`src/rtl/conv_tap_sequencer_if.sv`:
```
// Window request, abort, tap-counter and buffer-read signals between the
// convolution controller side and the tap sequencer.
interface conv_tap_sequencer_if #(
  parameter int ADDR_W = 8
);
  logic              start_valid;
  logic              start_ready;
  logic [ADDR_W-1:0] base_addr;
  logic              abort;
  logic [3:0]        tap_idx;
  logic              tap_cnt_en;
  logic              rd_en;
  logic              rd_ready;
  logic [ADDR_W-1:0] rd_addr;
  logic              acc_clr;
  logic              acc_last;
  logic              busy;
  logic              done;

  modport master (
    output start_valid, base_addr, abort, tap_idx, rd_ready,
    input  start_ready, tap_cnt_en, rd_en, rd_addr, acc_clr, acc_last, busy, done
  );

  modport slave (
    input  start_valid, base_addr, abort, tap_idx, rd_ready,
    output start_ready, tap_cnt_en, rd_en, rd_addr, acc_clr, acc_last, busy, done
  );
endinterface

```
`src/rtl/conv_tap_sequencer.sv`:
```
// Issues one buffer read per kernel tap relative to a latched tap-counter origin.
// Taps 0..N-1 issue in cycles t+1..t+N after acceptance, done at t+N+1; rd_ready low holds the current tap.
module conv_tap_sequencer #(
  parameter int KERNEL_TAPS = 9,
  parameter int ADDR_W      = 8
) (
  input  logic                 clk,
  input  logic                 rst,
  conv_tap_sequencer_if.slave  sif
);

  typedef enum logic [1:0] {
    IDLE = 2'd0,
    RUN  = 2'd1,
    DONE = 2'd2
  } state_t;

  localparam logic [3:0] LAST_OFF = 4'(KERNEL_TAPS - 1);

  state_t            state_q, state_d;
  logic [ADDR_W-1:0] base_r, base_d;
  logic [3:0]        origin_r, origin_d;
  logic [3:0]        offset;

  logic              start_ready_c;
  logic              tap_cnt_en_c;
  logic              rd_en_c;
  logic [ADDR_W-1:0] rd_addr_c;
  logic              acc_clr_c;
  logic              acc_last_c;
  logic              busy_c;
  logic              done_c;
  logic              xfer;

  always_ff @(posedge clk) begin
    if (rst) begin
      state_q  <= IDLE;
      base_r   <= '0;
      origin_r <= '0;
    end else begin
      state_q  <= state_d;
      base_r   <= base_d;
      origin_r <= origin_d;
    end
  end

  // Modular difference keeps the tap position correct across counter wrap.
  assign offset = sif.tap_idx - origin_r;

  always_comb begin
    state_d       = state_q;
    base_d        = base_r;
    origin_d      = origin_r;
    start_ready_c = 1'b0;
    tap_cnt_en_c  = 1'b0;
    rd_en_c       = 1'b0;
    rd_addr_c     = '0;
    acc_clr_c     = 1'b0;
    acc_last_c    = 1'b0;
    busy_c        = 1'b0;
    done_c        = 1'b0;
    xfer          = 1'b0;

    case (state_q)
      IDLE: begin
        start_ready_c = 1'b1;
        if (sif.start_valid) begin
          base_d   = sif.base_addr;
          origin_d = sif.tap_idx;
          state_d  = RUN;
        end
      end
      RUN: begin
        busy_c       = 1'b1;
        rd_en_c      = !sif.abort;
        rd_addr_c    = base_r + ADDR_W'(offset);
        acc_clr_c    = rd_en_c && (offset == 4'd0);
        acc_last_c   = rd_en_c && (offset == LAST_OFF);
        xfer         = rd_en_c && sif.rd_ready;
        tap_cnt_en_c = xfer;
        if (sif.abort) begin
          state_d = IDLE;
        end else if (xfer && acc_last_c) begin
          state_d = DONE;
        end
      end
      DONE: begin
        done_c  = 1'b1;
        state_d = IDLE;
      end
      default: state_d = IDLE;
    endcase
  end

  // Reset forces every output low, including the request handshake.
  assign sif.start_ready = start_ready_c & !rst;
  assign sif.tap_cnt_en  = tap_cnt_en_c & !rst;
  assign sif.rd_en       = rd_en_c & !rst;
  assign sif.rd_addr     = rst ? '0 : rd_addr_c;
  assign sif.acc_clr     = acc_clr_c & !rst;
  assign sif.acc_last    = acc_last_c & !rst;
  assign sif.busy        = busy_c & !rst;
  assign sif.done        = done_c & !rst;

endmodule
```
`src/flat_wrapper.sv`:
```
// flat-port wrapper written by rule: the top's interface ports become plain ports
module conv_tap_sequencer_flat 
#(
  parameter int KERNEL_TAPS = 9,
  parameter int ADDR_W      = 8
)
  (clk, rst, sif_start_valid, sif_base_addr, sif_abort, sif_tap_idx, sif_rd_ready, sif_start_ready, sif_tap_cnt_en, sif_rd_en, sif_rd_addr, sif_acc_clr, sif_acc_last, sif_busy, sif_done);
  conv_tap_sequencer_if #(.ADDR_W(ADDR_W)) sif_i ();
  input  logic clk;
  input  logic rst;
  input wire logic [$bits(sif_i.start_valid)-1:0] sif_start_valid;
  input wire logic [$bits(sif_i.base_addr)-1:0] sif_base_addr;
  input wire logic [$bits(sif_i.abort)-1:0] sif_abort;
  input wire logic [$bits(sif_i.tap_idx)-1:0] sif_tap_idx;
  input wire logic [$bits(sif_i.rd_ready)-1:0] sif_rd_ready;
  output wire logic [$bits(sif_i.start_ready)-1:0] sif_start_ready;
  output wire logic [$bits(sif_i.tap_cnt_en)-1:0] sif_tap_cnt_en;
  output wire logic [$bits(sif_i.rd_en)-1:0] sif_rd_en;
  output wire logic [$bits(sif_i.rd_addr)-1:0] sif_rd_addr;
  output wire logic [$bits(sif_i.acc_clr)-1:0] sif_acc_clr;
  output wire logic [$bits(sif_i.acc_last)-1:0] sif_acc_last;
  output wire logic [$bits(sif_i.busy)-1:0] sif_busy;
  output wire logic [$bits(sif_i.done)-1:0] sif_done;
  assign sif_i.start_valid = sif_start_valid;
  assign sif_i.base_addr = sif_base_addr;
  assign sif_i.abort = sif_abort;
  assign sif_i.tap_idx = sif_tap_idx;
  assign sif_i.rd_ready = sif_rd_ready;
  assign sif_start_ready = sif_i.start_ready;
  assign sif_tap_cnt_en = sif_i.tap_cnt_en;
  assign sif_rd_en = sif_i.rd_en;
  assign sif_rd_addr = sif_i.rd_addr;
  assign sif_acc_clr = sif_i.acc_clr;
  assign sif_acc_last = sif_i.acc_last;
  assign sif_busy = sif_i.busy;
  assign sif_done = sif_i.done;
  conv_tap_sequencer #(.KERNEL_TAPS(KERNEL_TAPS), .ADDR_W(ADDR_W)) u_core (.clk(clk), .rst(rst), .sif(sif_i));
endmodule
```
`config.mk`:
```
export PLATFORM = sky130hd
export DESIGN_NAME = conv_tap_sequencer_flat
export DESIGN_NICKNAME = d
export VERILOG_FILES = /design/src/rtl/conv_tap_sequencer_if.sv /design/src/rtl/conv_tap_sequencer.sv /design/src/flat_wrapper.sv
export SDC_FILE = /design/constraint.sdc
export NUM_CORES = 1
export LEC_CHECK = 0
export CAP_MARGIN = 20
export CORE_ASPECT_RATIO = 1.2
export CORE_MARGIN = 4
export CORE_UTILIZATION = 48
export DETAILED_ROUTE_END_ITERATION = 12
export PLACE_DENSITY = 0.94
export SLEW_MARGIN = 25
export SYNTH_ARGS = -nofsm -noshare
export SYNTH_HDL_FRONTEND = slang
export SYNTH_SLANG_ARGS = --single-unit
```
`constraint.sdc`:
```
create_clock -name clk -period 13.9 [get_ports clk]
set_input_delay 4.17 -clock clk [delete_from_list [all_inputs] [get_ports clk]]
set_output_delay 4.17 -clock clk [all_outputs]
set_load 0.005 [all_outputs]
```
==> summary.md <==
| Metric | Value |
|---|---|
| Internal power | `0.0676 mW` |
| Core ar. | `0.00185 sq mm` |
| Post-DR vias/cell | `5.37` |
| Number of hold buffers added after cts | `0` |
| Cell area after synthesis | `941 sq um` |
| Ys async rst share | `0%` |
| Total track usage | `17.3%` |
| Flop2flop setup slack | `12.20 ns` |
| Number of synthesized flops with an enable pin | `0` |
| Wire per inst | `13.5 microns` |
| Area after DPL | `0.00126 sq mm` |
| Crit-path max FO | `4` |
| Layout area overhead | `36.3%` |
| Antenna violations before repair | `0` |
| Final Util | `69.3%` |
| Total power | `0.0980 mW` |
| Slew @ Worst Pin | `0.581 ns` |
| Min Tclk post-route | `11.44 ns` |
| Die Area | `0.00274 sq mm` |
| Layout cells sized above 1 | `5.81%` |
| Vias in the first global route | `907` |
| Syn_area_per_cell | `7.59 sq um` |
| Crit path DAT | `7.27 ns` |
| Inserted Diodes | `0` |
| Buffers on Ports | `31` |
| Switching part of the total | `31.0%` |
| Status | `complete, no violations` |
| Post-route insts no fill | `174` |
| CTS H-tree depth | `1` |
| Fmax achieved | `0.0874 GHz` |
| Site Rows | `17` |
| Sequential-to-total area share from yosys stat | `29.8%` |
| Logic pwr share | `31.1%` |
| Grt ovf | `0` |
| Hold Slack | `0.459 ns` |
| TritonCTS clock tree | `yes` |
| Skew final | `0.00371 ns` |
| Max Slew Vio Count | `0` |
| Maximum vdd drop | `56.4 uV` |
| Post-Syn Nets | `150` |
| Hold WC Path Type | `reg -> reg` |
| Cells after DPL | `171` |
| Initial DRC count | `15` |
| Initial Util | `50.8%` |
| Via count | `934` |
| Slew HR | `61.1%` |
| Final net count | `183` |
| First-pass GRT wire length | `3.86 mm` |
| Unique cell type count in the Yosys netlist | `34` |
| Deepest clock path buffer count | `2` |
| Seq cells post-synth | `14` |
| Setup TNS | `0 ns` |
| Clock-pin slew on the worst setup and hold paths | `0.08 ns` |
| Clock Sinks | `14` |
| Setup repair bufs after CTS | `0` |
| Max cap viols | `0` |
| DP Worst Slack | `2.47 ns` |
| WS Path Type | `in -> out` |
| RSZ-0062 raised after global routing | `false` |
| CP Launch Type | `input pin` |
| CTS buffer count | `3` |
| Lkg Pwr | `0.512 nW` |
| ANT nets after route | `0` |
| GPL Wtd Cong | `0.845` |
| Endpoints failing hold | `0` |
| Required time worst endpoint | `9.73 ns` |
| Post-CTS Resized | `0` |
| Power per standard cell area | `76.4 mW/mm^2` |
| Post-Synthesis Cells | `124` |
| Ys flop type | `dfxtp_1` |
| Total Routed Length | `2.35 mm` |
| Fin area | `0.00128 sq mm` |
| Io pins | `32` |
| Crit share post-route | `82.3%` |
| Chip Height | `56.5 microns` |
| Worst-Skew Late Latency | `0.28 ns` |
| DRC | `0` |
| Final Worst Setup Slack | `2.46 ns` |
| Clock power share | `23.5%` |
| Sequential Power Share | `45.4%` |
| Post-DP HPWL | `1.89 mm` |
| Sw Pwr | `0.0304 mW` |
| CTS root buf | `clkbuf_4` |
| Yosys warnings | `0` |
| Drt pass-1 iters | `4` |
| CP Capture Type | `output pin` |
| Final setup violation count | `0` |
| Die width | `48.4 microns` |
| Largest net degree at the start of global routing | `17` |
==> cell usage after synthesis, types with 2 or more instances <==
library cell / count / area (sq um)
mux2i_1: 2 / 20.0
ha_1: 7 / 87.6
xor2_1: 2 / 17.5
inv_1: 10 / 37.5
nor3b_1: 3 / 22.5
dfxtp_1: 14 / 280
nor2b_1: 2 / 12.5
nand2_1: 30 / 113
clkbuf_1: 3 / 11.3
nor2_1: 4 / 15.0
a21oi_1: 15 / 75.1
fa_1: 2 / 40.0
o21ai_0: 5 / 25.0
a211oi_1: 2 / 15.0
nor3_1: 4 / 20.0
==> worst max-delay path, stage by stage <==
cell,delay [ns]
clkdlybuf4s50_1,0.42
inv_1,0.07
ha_1,0.16
inv_1,0.06
fa_1,0.54
inv_1,0.08
fa_1,0.39
and2b_2,0.22
o21ai_0,0.14
a2111o_1,0.45
o21ai_2,0.06
clkdlybuf4s50_1,0.51
==> layer usage <==
metal / wire, microns / global-route usage, %
met5: 0 / 0
met4: 28 / 6.72
met3: 102 / 2.12
met2: 1240 / 32.3
met1: 975 / 19.2
==> state kept, by name, summed over array words and instances, names as in the netlist <==
register,flops
u_core.base_r,8
u_core.origin_r,4
u_core.state_q,2
==> layout by cell type (no fill, tap or decap), types with 2 or more instances in the layout <==
cell type and n:
a211oi_1 2, a21oi_1 15, clkbuf_4 3, clkdlybuf4s50_1 31, dfxtp_1 14, fa_1 2, ha_1 7, inv_1 10
mux2i_1 2, nand2_1 30, nor2_1 4, nor2b_1 2, nor3_1 4, nor3b_1 3, o21ai_0 5, xor2_1 2
==> cells by family after synthesis <==
group / count (synthesis) / synth area share (%)
AOI/OAI and AO/OA: 28 / 17.8
DFF: 14 / 29.8
adders and majority gates: 9 / 13.6
xor gates and xnor gates: 3 / 2.79
buffers and inverters: 15 / 6.78
muxes: 2 / 2.13
and+or+nand+nor: 53 / 27.1
==> layout make-up <==
| class | instances | area [sq um] |
|---|---|---|
| timing repair buffer | 32 | 318 |
| multi-input combinational | 95 | 597 |
| clock buffer | 3 | 22.5 |
| tap | 19 | 23.8 |
| sequential | 14 | 280 |
| inverter | 11 | 41.3 |
| fill | 151 | 568 |
==> power groups by stage <==
| stage | logic [mW] | registers, mW | clock network, mW |
|---|---|---|---|
| global placement | 0.0290 | 0.0452 | 0 |
| finish | 0.0304 | 0.0445 | 0.0231 |
| detailed placement | 0.0304 | 0.0454 | 0 |
| floorplan | 0.0181 | 0.0449 | 0 |
| global route | 0.0343 | 0.0447 | 0.0245 |
| CTS | 0.0307 | 0.0444 | 0.0229 |
==> final timing paths <==
kind / start / endpoint / depth (start not counted)
setup / recovery: sif_tap_idx[0] / sif_rd_addr[6] / 12
hold / removal: u_core.origin_r[2]$_SDFFE_PP0P_ / u_core.origin_r[2]$_SDFFE_PP0P_ / 2
setup reg to reg: u_core.origin_r[0]$_SDFFE_PP0P_ / u_core.state_q[0]$_SDFFE_PP0P_ / 6
hold reg to reg: u_core.origin_r[2]$_SDFFE_PP0P_ / u_core.origin_r[2]$_SDFFE_PP0P_ / 2
No activity file was read; power rests on OpenSTA's default activity.
